File: config.mk
export PLATFORM = sky130hd
export DESIGN_NAME = dff_fifo
export DESIGN_NICKNAME = d
export VERILOG_FILES = /design/src/rtl/dff_fifo_pkg.sv /design/src/rtl/dff_fifo_ctl.sv /design/src/rtl/dff_reg.sv /design/src/rtl/dff_fifo.sv
export SDC_FILE = /design/constraint.sdc
export NUM_CORES = 1
export LEC_CHECK = 0
export ABC_AREA = 1
export ABC_CLOCK_PERIOD_IN_PS = 2200
export CELL_PAD_IN_SITES_DETAIL_PLACEMENT = 0
export CELL_PAD_IN_SITES_GLOBAL_PLACEMENT = 1
export CORE_MARGIN = 8
export CORE_UTILIZATION = 30
export CTS_CLUSTER_SIZE = 20
export DETAILED_ROUTE_END_ITERATION = 16
export PLACE_DENSITY_LB_ADDON = 0.1
export SETUP_SLACK_MARGIN = 0.5
export SYNTH_ARGS = -nofsm -noshare
export SYNTH_HDL_FRONTEND = slang
export SYNTH_HIERARCHICAL = 1
export SYNTH_SLANG_ARGS = --single-unit
File: constraint.sdc
create_clock -name C -period 2.2 [get_ports C]
set_clock_uncertainty 0.05 [all_clocks]
set_input_delay 0.22 -clock C [delete_from_list [all_inputs] [get_ports C]]
set_output_delay 0.22 -clock C [all_outputs]
set_load 0.005 [all_outputs]
File: src/rtl/dff_fifo_pkg.sv
// Shared helpers for the dff_fifo codebase slice.
// Contents: pointer increment with modulo-depth wrap.
package dff_fifo_pkg;

  // Next value of a ring pointer; wraps from depth-1 back to 0.
  function automatic int unsigned ptr_next(input int unsigned ptr,
                                           input int unsigned depth);
    return (ptr + 1 == depth) ? 0 : ptr + 1;
  endfunction

endpackage

File: src/rtl/dff_fifo_ctl.sv
// Control path of dff_fifo: ring pointers, occupancy count, sticky error flags.
// Ports: C clock, R sync active-low reset, WE/RE push/pop requests,
//        wp/rp ring pointers, cnt occupancy, EMPTY/FULL decodes of cnt,
//        OVF/UDF sticky flags, push_ok accepted-write strobe for storage.
module dff_fifo_ctl
  import dff_fifo_pkg::*;
#(
  parameter int unsigned DEPTH = 4
) (
  input  logic                     C,
  input  logic                     R,
  input  logic                     WE,
  input  logic                     RE,
  output logic [$clog2(DEPTH)-1:0] wp,
  output logic [$clog2(DEPTH)-1:0] rp,
  output logic [$clog2(DEPTH):0]   cnt,
  output logic                     EMPTY,
  output logic                     FULL,
  output logic                     OVF,
  output logic                     UDF,
  output logic                     push_ok
);

  localparam int unsigned AW = $clog2(DEPTH);
  localparam int unsigned CW = AW + 1;

  logic pop_ok;

  // cnt is the sole authority for full/empty; pointers are never compared.
  always_comb begin
    EMPTY   = (cnt == '0);
    FULL    = (cnt == CW'(DEPTH));
    pop_ok  = RE & ~EMPTY;
    // A pop in the same cycle frees the slot, so a full FIFO still accepts it.
    push_ok = WE & (~FULL | RE);
  end

  always_ff @(posedge C) begin
    if (!R) begin
      wp  <= '0;
      rp  <= '0;
      cnt <= '0;
      OVF <= 1'b0;
      UDF <= 1'b0;
    end else begin
      if (push_ok) wp <= AW'(ptr_next(32'(wp), DEPTH));
      if (pop_ok)  rp <= AW'(ptr_next(32'(rp), DEPTH));
      cnt <= cnt + CW'(push_ok) - CW'(pop_ok);
      if (WE & ~push_ok) OVF <= 1'b1;
      if (RE & EMPTY)    UDF <= 1'b1;
    end
  end

endmodule

File: src/rtl/dff_reg.sv
// Library N-bit register with synchronous active-high reset and clock enable.
// Ports: C clock, R sync reset (1 = load INIT), CE load enable, D data in, Q data out.
module dff_reg #(
  parameter int unsigned   N    = 8,
  parameter logic [N-1:0]  INIT = '0
) (
  input  logic         C,
  input  logic         R,
  input  logic         CE,
  input  logic [N-1:0] D,
  output logic [N-1:0] Q
);

  always_ff @(posedge C) begin
    if (R) begin
      Q <= INIT;
    end else if (CE) begin
      Q <= D;
    end
  end

endmodule

File: src/rtl/dff_fifo.sv
// First-word-fall-through FIFO built from library registers.
// Ports: C clock, R sync active-low reset, D write data, WE push, RE pop,
//        Q head word (valid when EMPTY=0), EMPTY, FULL, COUNT occupancy,
//        OVF/UDF sticky overflow/underflow flags (cleared only by reset).
module dff_fifo
  import dff_fifo_pkg::*;
#(
  parameter int unsigned  N     = 8,
  parameter int unsigned  DEPTH = 4,
  parameter logic [N-1:0] INIT  = '0
) (
  input  logic                   C,
  input  logic                   R,
  input  logic [N-1:0]           D,
  input  logic                   WE,
  input  logic                   RE,
  output logic [N-1:0]           Q,
  output logic                   EMPTY,
  output logic                   FULL,
  output logic [$clog2(DEPTH):0] COUNT,
  output logic                   OVF,
  output logic                   UDF
);

  localparam int unsigned AW = $clog2(DEPTH);

  logic [AW-1:0] wp;
  logic [AW-1:0] rp;
  logic          push_ok;
  logic [N-1:0]  entries [DEPTH];

  dff_fifo_ctl #(
    .DEPTH(DEPTH)
  ) u_ctl (
    .C      (C),
    .R      (R),
    .WE     (WE),
    .RE     (RE),
    .wp     (wp),
    .rp     (rp),
    .cnt    (COUNT),
    .EMPTY  (EMPTY),
    .FULL   (FULL),
    .OVF    (OVF),
    .UDF    (UDF),
    .push_ok(push_ok)
  );

  for (genvar i = 0; i < DEPTH; i++) begin : g_entry
    dff_reg #(
      .N   (N),
      .INIT(INIT)
    ) u_reg (
      .C (C),
      .R (~R),
      .CE(push_ok & (wp == AW'(i))),
      .D (D),
      .Q (entries[i])
    );
  end

  // Head word straight from storage: zero read latency.
  always_comb begin
    Q = entries[rp];
  end

endmodule

==> results.sh, run 1 <==
export IMPL_final_setup_tns_ns=0
export IMPL_timing_critical_path_required_ns=2.39
export IMPL_final_min_clock_period_ns=1.81
export IMPL_kind_of_critical_path="flip-flop to flip-flop"
export IMPL_drt_vias_per_instance=4.01
export IMPL_num_rows=31
export IMPL_detail_route_antenna_nets=0
export IMPL_routed_via_count=2015
export IMPL_critPathTopFamily="adder cells"
export IMPL_cts_made_buffers=5
export IMPL_tritoncts="built"
export IMPL_setup_repair_after_global_routing_missed_its_margin="true"
export IMPL_synthDominantAreaCellType="sky130_fd_sc_hd__dfxtp_1"
export IMPL_outcome="completed"
export IMPL_globalplace_congestion=0.710
export IMPL_h_tree_level_count=2
export IMPL_slew_limit_headroom=0.773
export IMPL_wire_length_after_detailed_routing_microns=5920
export IMPL_die_area_sq_mm=0.0106
export IMPL_cp_slowest_stage_delay_ns=0.51
export IMPL_timing_max_cap_violations=0
export IMPL_die_width_microns=103
export IMPL_finish_net_count=421
export IMPL_cp_common_cell="sky130_fd_sc_hd__inv_1"
export IMPL_clk_pin_slew_worst_paths_ns=0.08
export IMPL_antenna_found_initial=0
export IMPL_synth_area_top_cells="sky130_fd_sc_hd__dfxtp_1 (36%), sky130_fd_sc_hd__nand2_1 (18%), sky130_fd_sc_hd__inv_1 (14%)"
export IMPL_synth_top_area_frac=0.360
export IMPL_synth_sequential_area_ratio=0.360
export IMPL_via_count_of_the_first_global_routing_pass=1988
export IMPL_cts_buffer_depth=2
export IMPL_final_design_area_excluding_fillers_sq_mm=0.00284
export IMPL_postSynth_asyncResetShare=0
export IMPL_critical_path_buf_inv_count=3
export IMPL_synth_edff_count=0
export IMPL_syn_to_final_growth_pct=24.5
export IMPL_routedWlPerCell_microns=11.8
export IMPL_multiInputGateArea_sq_mm=0.00103
export IMPL_start_util=0.313
export IMPL_place_detailed_hpwl_microns=4110
export IMPL_clock_sinks=41
export IMPL_irDropWorstVdd_v=0.000432
export IMPL_slew_of_the_pin_with_the_lowest_slew_margin_ns=0.340
export IMPL_crit_fanout=2
export IMPL_hold_violations=0
export IMPL_dr_first_iter_drc_count=75
export IMPL_report_final_setup_viol=0
export IMPL_dominantRegCellSynth="sky130_fd_sc_hd__dfxtp_1"
export IMPL_post_synth_instance_area_sq_mm=0.00228
export IMPL_drc_violation_count_after_routing=0
export IMPL_worst_endpoint_arrival_ns=1.99
export IMPL_power_density_mw_per_mm2=954
export IMPL_final_layout_size_suffix_gt1_frac=0.126
export IMPL_drt_pass1_iterations=4
export IMPL_die_h_microns=103
export IMPL_track_usage=0.121
export IMPL_avgSynthCellArea_sq_um=6.20
export IMPL_final_cell_mix="sky130_fd_sc_hd__nand2_1 (109), sky130_fd_sc_hd__inv_1 (82), sky130_fd_sc_hd__nor2_1 (67)"
export IMPL_synth_net_count=385
export IMPL_cts_root_buffer="sky130_fd_sc_hd__clkbuf_8"
export IMPL_maxClockFrequency_ghz=0.554
export IMPL_worst_skew_pair_late_latency_ns=0.29
export IMPL_hold_path_class="flip-flop to flip-flop"
export IMPL_mostFrequentLayoutCell="sky130_fd_sc_hd__nand2_1"
export IMPL_synth_cell_types=23
export IMPL_synth_seq_cells=41
export IMPL_crit_path_end_kind="flip-flop"
export IMPL_slew_violations=0
export IMPL_grt_first_pass_wirelength_microns=9610
export IMPL_nFillCells=875
export IMPL_dpl_cell_area_sq_mm=0.00263
export IMPL_yosys_warnings=6
export IMPL_floorplan_core_area_sq_mm=0.00729
export IMPL_finalCritPeriodShare=0.821
export IMPL_cts_hold_buffers=0
export IMPL_critPathSlowestCell="sky130_fd_sc_hd__fa_2"
export IMPL_antennaDiodeCount=0
export IMPL_overflow=0
export IMPL_static_leakage_power_nw=1.48
export IMPL_boundaryPins=27
export IMPL_crit_chain="nor2_4 > nand2_4 > inv_2 > nor2_2 > ha_1 > inv_1 > ha_2 > fa_2 > nand2_1 > inv_1"
export IMPL_pin_count_of_the_biggest_net_entering_global_routing=17
export IMPL_worstSetupStartpointType="flip-flop"
export IMPL_layout_area_seq_sq_um=833
export IMPL_io_buffers=26
export IMPL_postSynthCellCount=368
## per-stage QoR
| stage | hold slack [ns] | std cells | power [mW] | setup WS (ns) | util |
|---|---|---|---|---|---|
| final | 0.422 | 503 | 2.71 | 0.395 | 0.389 |
| after global routing | 0.442 | 503 | 2.94 | 0.307 | 0.389 |
| after CTS | 0.425 | 501 | 2.70 | 0.300 | 0.382 |
| after detailed placement | 0.414 | 489 | 2.07 | 0.148 | 0.360 |
| after global placement | 0.402 | 489 | 2.07 | 0.200 | 0.360 |
| after floorplan | 0.328 | 368 | 1.63 | 0.408 | - |
## worst min-delay path, cell delays in order (launching register included)
cell and delay (ns):
sky130_fd_sc_hd__dfxtp_1 0.31, sky130_fd_sc_hd__nor2_1 0.08, sky130_fd_sc_hd__nor2_1 0.05
## Yosys cell counts (2+ instances only)
library cell,n
sky130_fd_sc_hd__dfxtp_1,41
sky130_fd_sc_hd__or2_2,2
sky130_fd_sc_hd__nand3_1,19
sky130_fd_sc_hd__nor2_2,4
sky130_fd_sc_hd__nor3_1,5
sky130_fd_sc_hd__ha_1,4
sky130_fd_sc_hd__nand2_1,109
sky130_fd_sc_hd__inv_1,85
sky130_fd_sc_hd__buf_4,2
sky130_fd_sc_hd__nor2_1,68
sky130_fd_sc_hd__buf_6,10
sky130_fd_sc_hd__nand2_2,5
sky130_fd_sc_hd__a21oi_1,4
## registers in the layout, indices dropped and copies added, names as in the netlist
| register | cells |
|---|---|
| g_entry.u_reg/Q | 32 |
| u_ctl/OVF | 1 |
| u_ctl/UDF | 1 |
| u_ctl/cnt | 3 |
| u_ctl/rp | 2 |
| u_ctl/wp | 2 |
## per-layer routing
metal	global-route usage	vias to the layer above	wire [microns]
met3	0.0355	7	337
met2	0.216	38	2790
met1	0.134	854	2690
li1	-	1116	-
met5	0	-	0
met4	0.0412	0	104
## layout make-up
cell class                      count  area share
Tap cell                           99      0.0436
Multi-Input combinational cell    228       0.364
Clock inverter                      1     0.00176
Sequential cell                    41       0.294
Timing Repair Buffer               42       0.148
Clock buffer                        6      0.0331
Inverter                           86       0.115
## where the power goes
group | switching (mW) | leakage [nW] | internal [mW]
registers | 0.0897 | 0.338 | 0.863
logic | 0.615 | 1.09 | 0.581
clock network | 0.276 | 0.0522 | 0.285
## cell families after synthesis
group | after synthesis | share of synthesized area
AO/OA/AOI/OAI | 6 | 0.0154
XOR/XNOR | 1 | 0.00384
adder cells (fa/ha/maj) | 5 | 0.0307
buffers and inverters | 99 | 0.201
flip-flops | 41 | 0.360
AND/OR/NAND/NOR | 216 | 0.389
## worst paths after layout
path              cells past startpoint                                 end                               start  slack [ns]
setup reg to reg                     10             u_ctl/cnt[1]$_SDFF_PN0_             u_ctl/cnt[1]$_SDFF_PN0_        0.39
setup / recovery                     10             u_ctl/cnt[1]$_SDFF_PN0_             u_ctl/cnt[1]$_SDFF_PN0_        0.39
hold reg to reg                       2  g_entry[3].u_reg/Q[7]$_SDFFE_PP0P_  g_entry[3].u_reg/Q[7]$_SDFFE_PP0P_        0.42
hold / removal                        2  g_entry[3].u_reg/Q[7]$_SDFFE_PP0P_  g_entry[3].u_reg/Q[7]$_SDFFE_PP0P_        0.42
## timing repair
| action | CTS | global route |
|---|---|---|
| gates cloned | 0 | 1 |
| resized for setup | 19 | 8 |
| setup endpoints to repair | 11 | 40 |
| hold endpoints to repair | 0 | 0 |
| setup buffers | 5 | 1 |
| pin swaps | 5 | 1 |
(Power assumes the default switching activity.)
==> run 2: changes to the inputs <==
Settings changed: ABC_CLOCK_PERIOD_IN_PS 2200 to 1450.
Clock period 2.2 ns to 1.45 ns, I/O delays scaled along.
==> run 2 against run 1 <==
  * The run now ends with negative setup slack left
  * Die area is the same
  * Global-route usage grew 1.2 points
  * First-iteration DRC count shrank 31%
  * Cell count is 7.2% higher
  * Setup slack got worse by 0.75 ns
  * Clock-buffer cell count grew 2
  * Sequential cell count stayed put
  * Non-clock buffer count grew 35
  * Critical path type unchanged
  * Largest cell class unchanged
  * Highest routed layer unchanged
==> results.sh, run 2 (same netlist as run 1, synthesis figures left out) <==
export IMPL_drt_pass1_iterations=4
export IMPL_worst_endpoint_arrival_ns=1.95
export IMPL_share_comb_of_total_power=0.555
export IMPL_num_rows=31
export IMPL_maxClockFrequency_ghz=0.553
export IMPL_antenna_found_initial=0
export IMPL_irDropWorstVdd_v=0.000879
export IMPL_detail_route_antenna_nets=0
export IMPL_power_density_mw_per_mm2=1480
export IMPL_setup_repair_after_global_routing_missed_its_margin="true"
export IMPL_utilization=0.494
export IMPL_antennaDiodeCount=0
export IMPL_clock_power_share=0.171
export IMPL_floorplan_core_area_sq_mm=0.00729
export IMPL_static_leakage_power_nw=1.74
export IMPL_kind_of_critical_path="flip-flop to flip-flop"
export IMPL_clock_sinks=41
export IMPL_holdCritStartpoint="u_ctl/OVF$_SDFFE_PN0P_"
export IMPL_layout_area_seq_sq_um=841
export IMPL_setup_ws_ns=-0.357
export IMPL_cp_slowest_stage_delay_ns=0.38
export IMPL_boundaryPins=27
export IMPL_nFillCells=797
export IMPL_start_util=0.313
export IMPL_io_buffers=26
export IMPL_timing_max_cap_violations=0
export IMPL_crit_path_start="u_ctl/cnt[1]$_SDFF_PN0_"
export IMPL_slew_of_the_pin_with_the_lowest_slew_margin_ns=0.368
export IMPL_final_cell_mix="sky130_fd_sc_hd__inv_1 (80), sky130_fd_sc_hd__nand2_1 (70), sky130_fd_sc_hd__nor2_1 (60)"
export IMPL_slew_violations=0
export IMPL_max_reg_flops=32
export IMPL_routed_via_count=2244
export IMPL_mostFrequentLayoutCell="sky130_fd_sc_hd__inv_1"
export IMPL_cts_root_buffer="sky130_fd_sc_hd__clkbuf_8"
export IMPL_reg2reg_depth=10
export IMPL_crit_fanout=2
export IMPL_clk_pin_slew_worst_paths_ns=0.09
export IMPL_dpl_cell_area_sq_mm=0.00287
export IMPL_crit_chain="nor2_4 > nand2_2 > inv_2 > nor2_2 > ha_1 > inv_2 > ha_4 > fa_1 > nor2_1 > nor2_1"
export IMPL_cts_made_buffers=5
export IMPL_final_design_area_excluding_fillers_sq_mm=0.00360
export IMPL_drc_violation_count_after_routing=0
export IMPL_multiInputGateArea_sq_mm=0.00136
export IMPL_syn_to_final_growth_pct=57.8
export IMPL_crit_path_end_kind="flip-flop"
export IMPL_hold_path_class="flip-flop to flip-flop"
export IMPL_final_layout_size_suffix_gt1_frac=0.386
export IMPL_via_count_of_the_first_global_routing_pass=2095
export IMPL_die_width_microns=103
export IMPL_worst_skew_pair_late_latency_ns=0.29
export IMPL_pin_count_of_the_biggest_net_entering_global_routing=17
export IMPL_cts_hold_buffers=0
export IMPL_h_tree_level_count=2
export IMPL_ff_to_ff_start="u_ctl/cnt[1]$_SDFF_PN0_"
export IMPL_power_internal_mw=3.41
export IMPL_die_h_microns=103
export IMPL_finish_net_count=456
export IMPL_registers_top_by_ff_count="g_entry.u_reg/Q"
export IMPL_worstSetupStartpointType="flip-flop"
export IMPL_tritoncts="built"
export IMPL_overflow=0
export IMPL_outcome="finished, violations left"
export IMPL_drt_vias_per_instance=4.16
export IMPL_place_detailed_hpwl_microns=4320
export IMPL_slew_limit_headroom=0.754
export IMPL_hold_violations=0
export IMPL_part_of_the_total_power_dissipated_in_sequential_elements=0.274
export IMPL_wire_length_after_detailed_routing_microns=6600
export IMPL_dr_first_iter_drc_count=52
export IMPL_failed_checks="negative setup slack"
export IMPL_p_switching_mw=1.92
export IMPL_finalCritPeriodShare=1.25
export IMPL_die_area_sq_mm=0.0106
export IMPL_track_usage=0.133
export IMPL_routedWlPerCell_microns=12.2
export IMPL_final_setup_tns_ns=-4.64
export IMPL_report_final_setup_viol=39
export IMPL_cts_buffer_depth=2
export IMPL_grt_first_pass_wirelength_microns=10500
export IMPL_timing_critical_path_required_ns=1.59
export IMPL_cell_depth_of_the_worst_min_delay_path=2
export IMPL_globalplace_congestion=0.742
export IMPL_swShare=0.360
export IMPL_critPathSlowestCell="sky130_fd_sc_hd__fa_1"
export IMPL_largest_registers="g_entry.u_reg/Q: 32 flops, u_ctl/cnt: 3 flops"
export IMPL_final_min_clock_period_ns=1.81
==> run 2: cell count changes in the layout (fill, tap and decap cells not counted), moves of 5 or more <==
| cell | previous run | this run |
|---|---|---|
| sky130_fd_sc_hd__nand2_1 | 109 | 70 |
| sky130_fd_sc_hd__nand2_2 | 4 | 37 |
| sky130_fd_sc_hd__buf_6 | 4 | 26 |
| sky130_fd_sc_hd__nand3_1 | 19 | 6 |
| sky130_fd_sc_hd__buf_4 | 10 | 21 |
| sky130_fd_sc_hd__nand3_2 | 1 | 12 |
| sky130_fd_sc_hd__buf_2 | 0 | 8 |
| sky130_fd_sc_hd__dlygate4sd2_1 | 8 | 0 |
| sky130_fd_sc_hd__nor2_1 | 67 | 60 |
| sky130_fd_sc_hd__nand2_4 | 1 | 7 |
| sky130_fd_sc_hd__buf_12 | 1 | 6 |
| sky130_fd_sc_hd__clkdlybuf4s50_1 | 16 | 11 |
==> run 2: through the flow <==
step	hold slack [ns]	total power, mW	cells	setup WS, ns
global placement	0.404	3.47	508	-0.462
floorplan	0.253	2.53	368	-0.341
detailed placement	0.409	3.48	508	-0.492
finish	0.414	5.33	539	-0.357
global route	0.446	5.73	539	-0.414
CTS	0.404	5.14	535	-0.342
==> run 2: critical path: cells and delay by family, from the launching register on <==
family,cells,cell delay (ns)
buf+inv,2,0.10
simple gates,5,0.39
flops,1,0.36
fa+ha+maj,3,0.80
==> run 2: cell type report <==
cell class                      count  area share
Inverter                           86      0.0977
Timing Repair Buffer               77       0.227
Clock buffer                        8      0.0309
Sequential cell                    41       0.234
Multi-Input combinational cell    228       0.376
Tap cell                           99      0.0344
==> run 2: routing by layer <==
metal | track usage | part of all wire
met1 | 0.155 | 0.44
met2 | 0.233 | 0.51
met3 | 0.0355 | 0.042
met4 | 0.0345 | 0.0070
met5 | 0 | 0
==> run 2: power by group through the flow <==
stage	Sequential [mW]	Combinational, mW	Clock, mW
2_1_floorplan	1.46	1.07	0
3_3_place_gp	1.46	2.01	0
3_5_place_dp	1.46	2.02	0
4_1_cts	1.46	2.73	0.949
5_1_grt	1.49	3.24	1.00
6_report	1.46	2.96	0.912
==> run 2: timing repair <==
item / 4_1_cts / 5_1_grt
endpoints found under the setup margin: 55 / 56
gates resized for setup: 146 / 42
pin swaps: 31 / 24
hold endpoints to repair: 0 / 0
cloned: 4 / 0
setup buffers: 15 / 4
==> run 2: worst paths after layout <==
check	end	slack (ns)
max	u_ctl/cnt[2]$_SDFF_PN0_	-0.36
min	u_ctl/OVF$_SDFFE_PN0P_	0.41
max reg2reg	u_ctl/cnt[2]$_SDFF_PN0_	-0.36
min reg2reg	u_ctl/OVF$_SDFFE_PN0P_	0.41
==> run 3: changes to the inputs <==
Settings changed: CORE_UTILIZATION 30 to 35, TNS_END_PERCENT set to 30.
==> run 3 against run 2 <==
  * The run still ends with negative setup slack left
  * Routed wire length decreased by 9.0%
  * Global-route usage increased by 0.11 points
  * Via count decreased by 0.67%
  * Register-to-register slack about the same
  * Hold slack got worse by 0.0065 ns
  * Combinational power decreased by 9.1%
  * Sequential share of layout area increased by 1.8 points
  * Cell count decreased by 4.6%
  * Sequential power about the same
  * Clock-buffer cell count decreased by 2
  * Clock power decreased by 19%
  * Critical path depth unchanged
  * Largest power group unchanged
==> results.sh, run 3 (same netlist as run 1, synthesis figures left out) <==
export IMPL_outcome="finished, violations left"
export IMPL_failed_checks="negative setup slack"
export IMPL_die_area_sq_mm=0.00936
export IMPL_tritoncts="built"
export IMPL_routed_via_count=2229
export IMPL_via_count_of_the_first_global_routing_pass=2213
export IMPL_slew_violations=0
export IMPL_ff_to_ff_start="u_ctl/cnt[1]$_SDFF_PN0_"
export IMPL_place_detailed_hpwl_microns=4110
export IMPL_hold_violations=0
export IMPL_cts_root_buffer="sky130_fd_sc_hd__clkbuf_8"
export IMPL_wire_length_after_detailed_routing_microns=6000
export IMPL_final_design_area_excluding_fillers_sq_mm=0.00331
export IMPL_die_width_microns=96.7
export IMPL_timing_critical_path_required_ns=1.64
export IMPL_final_cell_count_no_fill=514
export IMPL_drt_vias_per_instance=4.34
export IMPL_final_setup_tns_ns=-5.27
export IMPL_max_reg_flops=32
export IMPL_overflow=0
export IMPL_antenna_found_initial=0
export IMPL_nFillCells=687
export IMPL_dr_first_iter_drc_count=104
export IMPL_routedWlPerCell_microns=11.7
export IMPL_final_min_clock_period_ns=1.79
export IMPL_kind_of_critical_path="flip-flop to flip-flop"
export IMPL_timing_max_cap_violations=0
export IMPL_slew_of_the_pin_with_the_lowest_slew_margin_ns=0.386
export IMPL_boundaryPins=27
export IMPL_report_final_setup_viol=44
export IMPL_hold_path_class="primary input to flip-flop"
export IMPL_detail_route_antenna_nets=0
export IMPL_maxClockFrequency_ghz=0.557
export IMPL_track_usage=0.134
export IMPL_multiInputGateArea_sq_mm=0.00124
export IMPL_dpl_cell_count=486
export IMPL_h_tree_level_count=2
export IMPL_crit_path_start="u_ctl/cnt[1]$_SDFF_PN0_"
export IMPL_pin_count_of_the_biggest_net_entering_global_routing=17
export IMPL_finalCritPeriodShare=1.24
export IMPL_finish_net_count=453
export IMPL_registers_top_by_ff_count="g_entry.u_reg/Q"
export IMPL_cts_buffer_depth=2
export IMPL_num_rows=29
export IMPL_dpl_cell_area_sq_mm=0.00280
export IMPL_floorplan_core_area_sq_mm=0.00631
export IMPL_largest_registers="g_entry.u_reg/Q: 32 flops, u_ctl/cnt: 3 flops"
export IMPL_worst_endpoint_arrival_ns=1.98
export IMPL_holdCritStartpoint="R"
export IMPL_setup_repair_after_global_routing_missed_its_margin="true"
export IMPL_irDropWorstVdd_v=0.000946
export IMPL_crit_fanout=2
export IMPL_clock_sinks=41
export IMPL_worst_skew_pair_late_latency_ns=0.29
export IMPL_syn_to_final_growth_pct=45.2
export IMPL_io_buffers=26
export IMPL_start_util=0.361
export IMPL_worstSetupStartpointType="flip-flop"
export IMPL_setup_ws_ns=-0.344
export IMPL_grt_first_pass_wirelength_microns=10400
export IMPL_final_layout_size_suffix_gt1_frac=0.327
export IMPL_static_leakage_power_nw=1.67
export IMPL_cts_made_buffers=5
export IMPL_power_density_mw_per_mm2=1470
export IMPL_cts_hold_buffers=0
export IMPL_drt_pass1_iterations=4
export IMPL_die_h_microns=96.7
export IMPL_layout_area_seq_sq_um=833
export IMPL_globalplace_congestion=0.717
export IMPL_antennaDiodeCount=0
export IMPL_crit_path_end_kind="flip-flop"
export IMPL_drc_violation_count_after_routing=0
export IMPL_clk_pin_slew_worst_paths_ns=0.08
export IMPL_slew_limit_headroom=0.743
export IMPL_final_cell_mix="sky130_fd_sc_hd__inv_1 (81), sky130_fd_sc_hd__nand2_1 (81), sky130_fd_sc_hd__nor2_1 (63)"
run 3: cell types whose count changed in the layout (fill, tap and decap cells not counted), moves of 3 or more:
cell,previous run,this run
sky130_fd_sc_hd__nand2_1,70,81
sky130_fd_sc_hd__nand2_2,37,31
sky130_fd_sc_hd__nand2_4,7,2
sky130_fd_sc_hd__dfxtp_1,33,37
sky130_fd_sc_hd__nor2_2,8,4
sky130_fd_sc_hd__dfxtp_2,4,1
sky130_fd_sc_hd__ha_4,3,0
sky130_fd_sc_hd__nand3_1,6,9
sky130_fd_sc_hd__nor2_1,60,63
run 3: layout make-up:
class,count,share of cell area
multi-input cells,228,0.374
clock inverters,2,0.00302
repair buffers,74,0.219
clock buffers,6,0.0219
well taps,77,0.0291
inverters,86,0.101
flip-flops and latches,41,0.252
run 3: final timing paths:
| path | end | slack, ns | cells past startpoint |
|---|---|---|---|
| max | u_ctl/cnt[1]$_SDFF_PN0_ | -0.34 | 10 |
| min | u_ctl/rp[0]$_SDFFE_PN0P_ | 0.41 | 3 |
| max reg2reg | u_ctl/cnt[1]$_SDFF_PN0_ | -0.34 | 10 |
| min reg2reg | g_entry[1].u_reg/Q[7]$_SDFFE_PP0P_ | 0.42 | 2 |
run 3: per-layer routing:
metal | global-route usage | part of all wire
met3 | 0.0341 | 0.044
met2 | 0.232 | 0.49
met1 | 0.157 | 0.45
met5 | 0 | 0
met4 | 0.0402 | 0.016
run 3: what timing repair did:
item                       4_1_cts  5_1_grt
pin swaps                       24       17
setup endpoints to repair       56       56
gates resized for setup         97       45
setup buffers                   15        4
gates cloned                     1        0
run 3: power breakdown:
| group | internal, mW | leakage [nW] | switching (mW) |
|---|---|---|---|
| sequential | 1.31 | 0.338 | 0.131 |
| clock | 0.334 | 0.0450 | 0.406 |
| combinational | 1.46 | 1.29 | 1.23 |
run 3: worst max-delay path, stage by stage (launching register included):
cell and delay, ns:
sky130_fd_sc_hd__dfxtp_4 0.36, sky130_fd_sc_hd__nor2_4 0.12, sky130_fd_sc_hd__nand2_2 0.07, sky130_fd_sc_hd__inv_2 0.05, sky130_fd_sc_hd__nor2_1 0.04, sky130_fd_sc_hd__ha_1 0.26, sky130_fd_sc_hd__inv_1 0.04, sky130_fd_sc_hd__ha_2 0.16
sky130_fd_sc_hd__fa_2 0.51, sky130_fd_sc_hd__nand2_1 0.04, sky130_fd_sc_hd__inv_1 0.04
run 3: through the flow:
step | hold slack, ns | util | setup slack (ns) | total power, mW
after detailed placement | 0.410 | 0.444 | -0.492 | 3.38
final | 0.408 | 0.525 | -0.344 | 4.87
after floorplan | 0.253 | - | -0.341 | 2.51
after global placement | 0.407 | 0.444 | -0.484 | 3.37
after CTS | 0.392 | 0.499 | -0.318 | 4.62
after global routing | 0.439 | 0.525 | -0.460 | 5.29
